**src/rtl/mem_port_arbiter.sv**
```systemverilog
// mem_port_arbiter: shares one Avalon-style memory port between the instruction
// fetch requester and the load/store data requester. Round-robin on ties,
// honours waitrequest, returns read data with a one-cycle ack, and raises a
// sticky bus_error when a transaction stalls past TIMEOUT_CYCLES wait cycles.
module mem_port_arbiter #(
    parameter int unsigned TIMEOUT_CYCLES = 1024,
    parameter int unsigned CNT_W          = 11
) (
    input  logic        clk,
    input  logic        reset,
    // fetch requester
    input  logic        i_req,
    input  logic [31:0] i_addr,
    output logic        i_ack,
    output logic [31:0] i_rdata,
    // load/store requester
    input  logic        d_read,
    input  logic        d_write,
    input  logic [31:0] d_addr,
    input  logic [31:0] d_writedata,
    input  logic [3:0]  d_byteenable,
    output logic        d_ack,
    output logic [31:0] d_rdata,
    // memory bus
    output logic [31:0] avm_address,
    output logic        avm_read,
    output logic        avm_write,
    output logic [31:0] avm_writedata,
    output logic [3:0]  avm_byteenable,
    input  logic        avm_waitrequest,
    input  logic [31:0] avm_readdata,
    // status
    output logic        busy,
    output logic        bus_error
);

    localparam logic [2:0] S_IDLE  = 3'd0;
    localparam logic [2:0] S_BUS_I = 3'd1;
    localparam logic [2:0] S_BUS_D = 3'd2;
    localparam logic [2:0] S_ACK_I = 3'd3;
    localparam logic [2:0] S_ACK_D = 3'd4;
    localparam logic [2:0] S_ERR   = 3'd5;

    localparam logic GRANT_I = 1'b0;
    localparam logic GRANT_D = 1'b1;

    localparam bit               TIMEOUT_EN = (TIMEOUT_CYCLES != 0);
    localparam logic [CNT_W-1:0] CNT_LIMIT  = CNT_W'(TIMEOUT_CYCLES);

    logic [2:0]       state_q,          state_d;
    logic             last_grant_q,     last_grant_d;
    logic [CNT_W-1:0] cnt_q,            cnt_d;
    logic [31:0]      avm_address_q,    avm_address_d;
    logic             avm_read_q,       avm_read_d;
    logic             avm_write_q,      avm_write_d;
    logic [31:0]      avm_writedata_q,  avm_writedata_d;
    logic [3:0]       avm_byteenable_q, avm_byteenable_d;
    logic             i_ack_q,          i_ack_d;
    logic             d_ack_q,          d_ack_d;
    logic [31:0]      i_rdata_q,        i_rdata_d;
    logic [31:0]      d_rdata_q,        d_rdata_d;
    logic             busy_q,           busy_d;
    logic             bus_error_q,      bus_error_d;

    logic             d_req;
    logic             grant_i;
    logic             grant_d;
    logic [CNT_W-1:0] cnt_inc;

    assign d_req   = d_read | d_write;
    assign cnt_inc = cnt_q + CNT_W'(1);

    // Next-state, grant selection, bus sequencing and timeout detection
    always_comb begin
        state_d          = state_q;
        last_grant_d     = last_grant_q;
        cnt_d            = cnt_q;
        avm_address_d    = avm_address_q;
        avm_read_d       = avm_read_q;
        avm_write_d      = avm_write_q;
        avm_writedata_d  = avm_writedata_q;
        avm_byteenable_d = avm_byteenable_q;
        i_ack_d          = 1'b0;
        d_ack_d          = 1'b0;
        i_rdata_d        = i_rdata_q;
        d_rdata_d        = d_rdata_q;
        bus_error_d      = bus_error_q;
        grant_i          = 1'b0;
        grant_d          = 1'b0;

        case (state_q)
            S_IDLE: begin
                // fetch wins when alone or when data had the last grant
                grant_i = i_req & (~d_req | (last_grant_q == GRANT_D));
                grant_d = d_req & ~grant_i;
                if (grant_i) begin
                    state_d          = S_BUS_I;
                    last_grant_d     = GRANT_I;
                    cnt_d            = '0;
                    avm_address_d    = i_addr;
                    avm_byteenable_d = 4'b1111;
                    avm_writedata_d  = 32'h0;
                    avm_read_d       = 1'b1;
                    avm_write_d      = 1'b0;
                end else if (grant_d) begin
                    state_d          = S_BUS_D;
                    last_grant_d     = GRANT_D;
                    cnt_d            = '0;
                    avm_address_d    = d_addr;
                    avm_byteenable_d = d_byteenable;
                    avm_writedata_d  = d_writedata;
                    // a simultaneous read+write is treated as a write
                    avm_write_d      = d_write;
                    avm_read_d       = ~d_write;
                end
            end
            S_BUS_I, S_BUS_D: begin
                if (!avm_waitrequest) begin
                    avm_read_d  = 1'b0;
                    avm_write_d = 1'b0;
                    cnt_d       = '0;
                    if (state_q == S_BUS_I) begin
                        i_rdata_d = avm_readdata;
                        i_ack_d   = 1'b1;
                        state_d   = S_ACK_I;
                    end else begin
                        if (avm_read_q) begin
                            d_rdata_d = avm_readdata;
                        end
                        d_ack_d = 1'b1;
                        state_d = S_ACK_D;
                    end
                end else if (TIMEOUT_EN && (cnt_inc == CNT_LIMIT)) begin
                    avm_read_d  = 1'b0;
                    avm_write_d = 1'b0;
                    bus_error_d = 1'b1;
                    state_d     = S_ERR;
                end else if (TIMEOUT_EN) begin
                    cnt_d = cnt_inc;
                end
            end
            S_ACK_I, S_ACK_D: begin
                state_d = S_IDLE;
            end
            S_ERR: begin
                state_d     = S_ERR;
                avm_read_d  = 1'b0;
                avm_write_d = 1'b0;
            end
            default: begin
                state_d = S_IDLE;
            end
        endcase

        busy_d = (state_d != S_IDLE);
    end

    // State and output registers with synchronous reset
    always_ff @(posedge clk) begin
        if (reset) begin
            state_q          <= S_IDLE;
            last_grant_q     <= GRANT_D;
            cnt_q            <= '0;
            avm_address_q    <= 32'h0;
            avm_read_q       <= 1'b0;
            avm_write_q      <= 1'b0;
            avm_writedata_q  <= 32'h0;
            avm_byteenable_q <= 4'h0;
            i_ack_q          <= 1'b0;
            d_ack_q          <= 1'b0;
            i_rdata_q        <= 32'h0;
            d_rdata_q        <= 32'h0;
            busy_q           <= 1'b0;
            bus_error_q      <= 1'b0;
        end else begin
            state_q          <= state_d;
            last_grant_q     <= last_grant_d;
            cnt_q            <= cnt_d;
            avm_address_q    <= avm_address_d;
            avm_read_q       <= avm_read_d;
            avm_write_q      <= avm_write_d;
            avm_writedata_q  <= avm_writedata_d;
            avm_byteenable_q <= avm_byteenable_d;
            i_ack_q          <= i_ack_d;
            d_ack_q          <= d_ack_d;
            i_rdata_q        <= i_rdata_d;
            d_rdata_q        <= d_rdata_d;
            busy_q           <= busy_d;
            bus_error_q      <= bus_error_d;
        end
    end

    assign avm_address    = avm_address_q;
    assign avm_read       = avm_read_q;
    assign avm_write      = avm_write_q;
    assign avm_writedata  = avm_writedata_q;
    assign avm_byteenable = avm_byteenable_q;
    assign i_ack          = i_ack_q;
    assign d_ack          = d_ack_q;
    assign i_rdata        = i_rdata_q;
    assign d_rdata        = d_rdata_q;
    assign busy           = busy_q;
    assign bus_error      = bus_error_q;

endmodule

```
**config.mk**
```make
export PLATFORM = sky130hd
export DESIGN_NAME = mem_port_arbiter
export DESIGN_NICKNAME = d
export VERILOG_FILES = /design/src/rtl/mem_port_arbiter.sv
export SDC_FILE = /design/constraint.sdc
export NUM_CORES = 1
export LEC_CHECK = 0
export ABC_AREA = 1
export BUFFER_PORTS_ARGS = -buffer_cell sky130_fd_sc_hd__clkbuf_2
export CAP_MARGIN = 0
export CORE_MARGIN = 2
export CORE_UTILIZATION = 40
export CTS_BUF_LIST = sky130_fd_sc_hd__clkbuf_4
export CTS_CLUSTER_SIZE = 20
export DETAILED_ROUTE_END_ITERATION = 7
export GPL_TIMING_DRIVEN = 1
export PLACE_DENSITY = 0.7
export RECOVER_POWER = 25
export SLEW_MARGIN = 30
export SYNTH_ARGS = -nofsm -noshare
export SYNTH_HDL_FRONTEND = slang
export SYNTH_SLANG_ARGS = --single-unit
```
**constraint.sdc**
```tcl
create_clock -name clk -period 1.93 [get_ports clk]
set_clock_uncertainty 0.15 [all_clocks]
set_input_delay 0.193 -clock clk [delete_from_list [all_inputs] [get_ports clk]]
set_output_delay 0.193 -clock clk [all_outputs]
set_load 0.01 [all_outputs]
```
== Yosys cells after proc, flatten, opt, wreduce, memory -nomap -nowiden ==
Index checks and enable logic that the tools add are counted.
Cells by class
  add/subtract/negate cells: 1
  eq/ne operators: 7
  multiplexer cells: 29
  reductions and logical operators: 13
  bitwise operators: 10
Operator list (number)
  $mux W32: 4
  $mux W11: 4
  $pmux W11 S2: 1
  $mux W3: 5
  $reduce_and A3 Y1: 4
  $add A11 B1 Y11 const B: 1
  $eq A11 B11 Y1 const B: 1
  $mux W1: 10
  $ne A3 B3 Y1 const B: 3
  $pmux W3 S3: 1
  $mux W4: 2
  $not A1 Y1: 6
  $pmux W1 S3: 2
  $reduce_bool A3 Y1: 2
  $reduce_and A4 Y1: 1
  $reduce_bool A2 Y1: 2
  $eq A3 B1 Y1 const B: 1
  $eq A3 B2 Y1 const B: 1
  $eq A3 B3 Y1 const B: 1
  $logic_not A3 Y1: 1
  $reduce_or A3 Y1: 1
  $and A1 B1 Y1: 2
  $or A1 B1 Y1: 2
  $reduce_and A2 Y1: 1
  $reduce_or A2 Y1: 1
Storage, ports and cells
  logic and storage cells: 74
  input port bits: 138
  register bits after elaboration: 153
  output and inout bits: 138

== Depth between registers and ports, before layout ==
  word-level depth: 10
  gate-level depth with buffers: 13
  mapped depth without buffers: 13

== Least setup slack after synthesis ==
OpenSTA, ideal clock, no wires.
  path type: register to register
  start point: register cnt_q[0]
  end point: register avm_read_q, in the netlist avm_read
  period minus slack after synthesis: 1758 ps
  library setup time: 113 ps
  path buffers: 0
  stages on the path, launching flop included: 13
  slack: 172 ps
  data arrival time: 1495 ps
  data required time: 1667 ps
  cells stage by stage: dfxtp_1 ha_1 nand2_2 nor2_4 nand2_1 nand2_1 nand2_1 nor2_2 nand3_2 nand2_1 nand2_2 nor2_1 nor2_1
On the way
  longest elaborated chain between the ends: 4
RTL lines
  from (decl): RTL line 52  | logic [CNT_W-1:0] cnt_q, cnt_d;
  from (signal assigned): RTL line 178  | cnt_q <= cnt_d;
  $add A11 B1 Y11: RTL line 71  | assign cnt_inc = cnt_q + CNT_W'(1);
  $eq A11 B11 Y1: RTL line 133  | end else if (TIMEOUT_EN && (cnt_inc == CNT_LIMIT)) begin
  $ne A3 B3 Y1 (no line)
  $reduce_and A3 Y1 (no line)
  to (signal assigned): RTL line 180  | avm_read_q <= avm_read_d;
  to (decl): RTL line 54  | logic avm_read_q, avm_read_d;
No other way between the ends.
A chain may end at the register's enable or synchronous reset.

== Worst setup path after layout ==
  start point: register cnt_q[1]
  end point: register state_q[0]
On the way
  longest elaborated chain between the ends: 5
RTL lines
  $add A11 B1 Y11: RTL line 71
  $eq A11 B11 Y1: RTL line 133
  $mux W3: RTL line 133
  $mux W3: RTL line 118  | if (!avm_waitrequest) begin
  $pmux W3 S3: RTL line 91  | case (state_q)
  to (signal assigned): RTL line 176  | state_q <= state_d;
  to (decl): RTL line 50  | logic [2:0] state_q, state_d;
No other way between the ends.

==> flow_metrics.py <==
metrics = {
    "logic_synthesis": {
        "netlist.area_leader.share_pct": 50.3,
        "synth_nets": 974,
        "synthesis.area_mm2": 0.00609,
        "post_synth_main_area_contributors": "dfxtp_1, nand2_1, nor2_1",
        "synth_largest_area_cell": "dfxtp_1",
        "syn-instance-count": 835,
        "post_synth.cell_area_avg_um2": 7.29,
        "synth_seq_cells": 153,
        "yosysWarningCount": 0,
        "yosysUniqueCellTypes": 24,
        "synth.yosys.seq_area_share_pct": 50.3,
    },
    "floorplan": {
        "die_height_um": 127,
        "top_level_ports": 276,
        "initial_core_util_pct": 40.5,
        "std_cell_rows": 45,
        "total_core_area_mm2": 0.0150,
        "floorplan.die_area_mm2": 0.0162,
        "width_of_the_chip_um": 127,
    },
    "setup_path": {
        "rr_startpoint": "cnt_q[1]$_SDFFE_PP0P_",
        "setup.reg_to_reg.worst_slack_ns": 0.08,
        "crit_path_top_delay_cell": "dfxtp_2",
        "cp_num_buf_inv": 1,
        "timing.critical_path.max_delay_family": "simple AND/OR/NAND/NOR gates",
        "worst_setup_path_end_kind": "flop",
        "worst-path-stages": 12,
        "worstSetupStartpointType": "flop",
        "crit_type": "reg -> reg",
        "rr_endpoint": "state_q[0]$_SDFF_PP0_",
        "critical-path-max-stage-delay_ns": 0.37,
        "largest_fanout_on_the_critical_path": 5,
        "worstPathCellList": "ha_4, nand2_4, nor2_4, nand2_2, nand2_2, nand2_1, nor2_2, nand3_4, buf_12, nand3_1, nand2_1, a21oi_1",
        "worst-endpoint-required_ns": 2.23,
        "ff2ff_path_depth": 12,
        "worst_endpoint_data_arrival_time_ns": 2.15,
    },
    "global_route": {
        "antenna_found_initial": 2,
        "grt_first_pass_wirelength_um": 31900,
        "vias_in_the_first_global_route": 6775,
        "grt_remaining_overflow": 0,
        "track_usage_pct": 24.2,
        "grt_max_degree": 88,
    },
    "pwr": {
        "cellLeakagePower_nw": 4.49,
        "ir_worst_vdd_uv": 748,
        "totalPowerFinal_mw": 8.83,
        "power_per_cell_area_mw_per_mm2": 933,
    },
    "timing": {
        "setup-violations-final": 0,
        "finalWorstSetupSlack_ns": 0.0824,
        "achievable-frequency_ghz": 0.541,
        "slew-limit-headroom_pct": 62.9,
        "post-route-min-period_ns": 1.85,
        "finalHoldViolCount": 0,
        "max_slew.worst_pin.slew_ns": 0.556,
        "final_max_slew_viols": 0,
        "grt_setup_unrepaired": "yes",
        "hold_ws_ns": 0.281,
        "final.period_utilization_pct": 95.7,
    },
    "run_status": {
        "result_of_the_run": "finished, final reports clean",
    },
    "clock_network": {
        "worst_skew_pair.late_latency_ns": 0.52,
        "cts_sinks": 153,
        "cts_buf_count": 17,
        "cts.htree.levels": 4,
        "cts_tree": "done",
        "cts.path.max_buffers": 2,
        "clockRootBuffer": "clkbuf_4",
        "cts.reportedPaths.clkPinSlew_ns": 0.14,
    },
    "drt": {
        "num_vias": 6945,
        "wire_per_inst_um": 14.0,
        "drt_drc_violations_left": 0,
        "drt-initial-drc-count": 454,
        "detailedRoute.firstPassIterationCount": 6,
        "avgViaCountPerCell": 4.82,
        "route.final.wire_length_um": 20200,
        "final_antenna_net_count": 0,
    },
    "finish": {
        "number_of_nets_in_the_final_layout": 1377,
        "final_common_cell": "clkbuf_2",
        "share_of_cells_above_drive_strength_1_pct": 24.6,
        "final_cell_mix": "clkbuf_2, nand2_1, nor2_1",
        "synthToLayoutAreaGrowth_pct": 55.5,
        "fill_cells": 1310,
    },
    "min_path": {
        "min_to": "avm_writedata[0]$_SDFFE_PP0P_",
        "min_delay_path_depth": 4,
        "min_from": "d_writedata[0]",
        "hold_path_class": "in -> reg",
    },
    "placement": {
        "numPortBuffers": 275,
        "worst_case_setup_slack_after_placement_ns": 0.0107,
        "gp_congestion": 0.888,
        "place.detailed.hpwl_um": 12100,
    },
    "job": {
        "max_cap_violations": 0,
    },
}
==> worst max path at each step <==
stage	startpoint	end	slack, ns
5_1_grt	cnt_q[1]$_SDFFE_PP0P_	state_q[2]$_SDFF_PP0_	-0.02
2_1_floorplan	cnt_q[0]$_SDFFE_PP0P_	avm_read$_SDFFE_PP0P_	0.17
6_report	cnt_q[1]$_SDFFE_PP0P_	state_q[0]$_SDFF_PP0_	0.08
3_5_place_dp	cnt_q[0]$_SDFFE_PP0P_	cnt_q[8]$_SDFFE_PP0P_	0.01
3_3_place_gp	cnt_q[0]$_SDFFE_PP0P_	avm_read$_SDFFE_PP0P_	0.07
4_1_cts	cnt_q[0]$_SDFFE_PP0P_	avm_write$_SDFFE_PP0P_	0.008
==> cell usage after synthesis, drive strengths merged <==
cell,instances
nor2,163
clkbuf,38
clkinv,1
o221a,4
nand3,51
nor3,2
nand2,196
nand4,3
o21bai,1
ha,1
inv,61
buf,11
o21ai,67
o22ai,1
dfxtp,153
o211ai,32
a21oi,50
==> sequential cells by signal, indices dropped and copies added, names as in the netlist <==
signal / count
avm_address: 32
avm_byteenable: 4
avm_read: 1
avm_write: 1
avm_writedata: 32
bus_error: 1
busy: 1
cnt_q: 11
d_ack: 1
d_rdata: 32
i_ack: 1
i_rdata: 32
last_grant_q: 1
state_q: 3
==> through the flow <==
stage,TNS [ns],cell area [um2],instances,util [%]
finish,0,9470,1441,63.0
global route,-0.0619,9470,1441,63.0
CTS,0,9390,1435,62.4
detailed placement,0,7740,1266,51.5
global placement,0,7740,1266,51.5
floorplan,0,6090,835,-
==> layout make-up <==
class | instances | area [um2] | area share [%]
diodes | 2 | 5.00 | 0.0528
clock buffers | 17 | 128 | 1.35
clock inverters | 15 | 141 | 1.49
inverters | 62 | 233 | 2.46
multi-input cells | 572 | 2730 | 28.8
flip-flops and latches | 153 | 3080 | 32.5
well taps | 188 | 235 | 2.48
repair buffers | 432 | 2920 | 30.9
==> cell families after synthesis <==
kind of cell / count (synthesis) / synth area share (%)
simple gates: 415 / 27.9
compound gates: 155 / 14.6
fa+ha+maj: 1 / 0.205
buf+inv: 111 / 7.07
flops: 153 / 50.3
==> tightest hold or removal path, cell delays in order <==
cell and delay, ns:
dlygate4sd3_1 0.53, clkbuf_2 0.10, nand2_1 0.06, a21oi_1 0.05
==> layer usage <==
layer	global-route usage [%]	routed length, um	up-vias	share of wire (%)
li1	-	-	3492	-
met2	40.4	9840	252	49
met5	0	0	-	0
met4	12.0	826	0	4.1
met3	7.16	1130	73	5.6
met1	28.3	8400	3128	42
==> what timing repair did <==
| action | 4_1_cts | 5_1_grt |
|---|---|---|
| hold buffers | 137 | 0 |
| setup endpoints to repair | 4 | 17 |
| setup buffers | 0 | 3 |
| gates cloned | 0 | 1 |
| gates resized for setup | 1 | 36 |
| endpoints found under the hold margin | 142 | 0 |
| pin swaps | 0 | 12 |
==> power breakdown <==
group | switching [mW] | leakage, nW | internal (mW) | total, mW
clock network | 1.22 | 0.135 | 0.663 | 1.89
registers | 0.276 | 1.26 | 3.68 | 3.96
logic | 1.80 | 3.10 | 1.20 | 2.99
total | 3.30 | 4.49 | 5.54 | 8.83
Power figures use the tool's default switching activity.
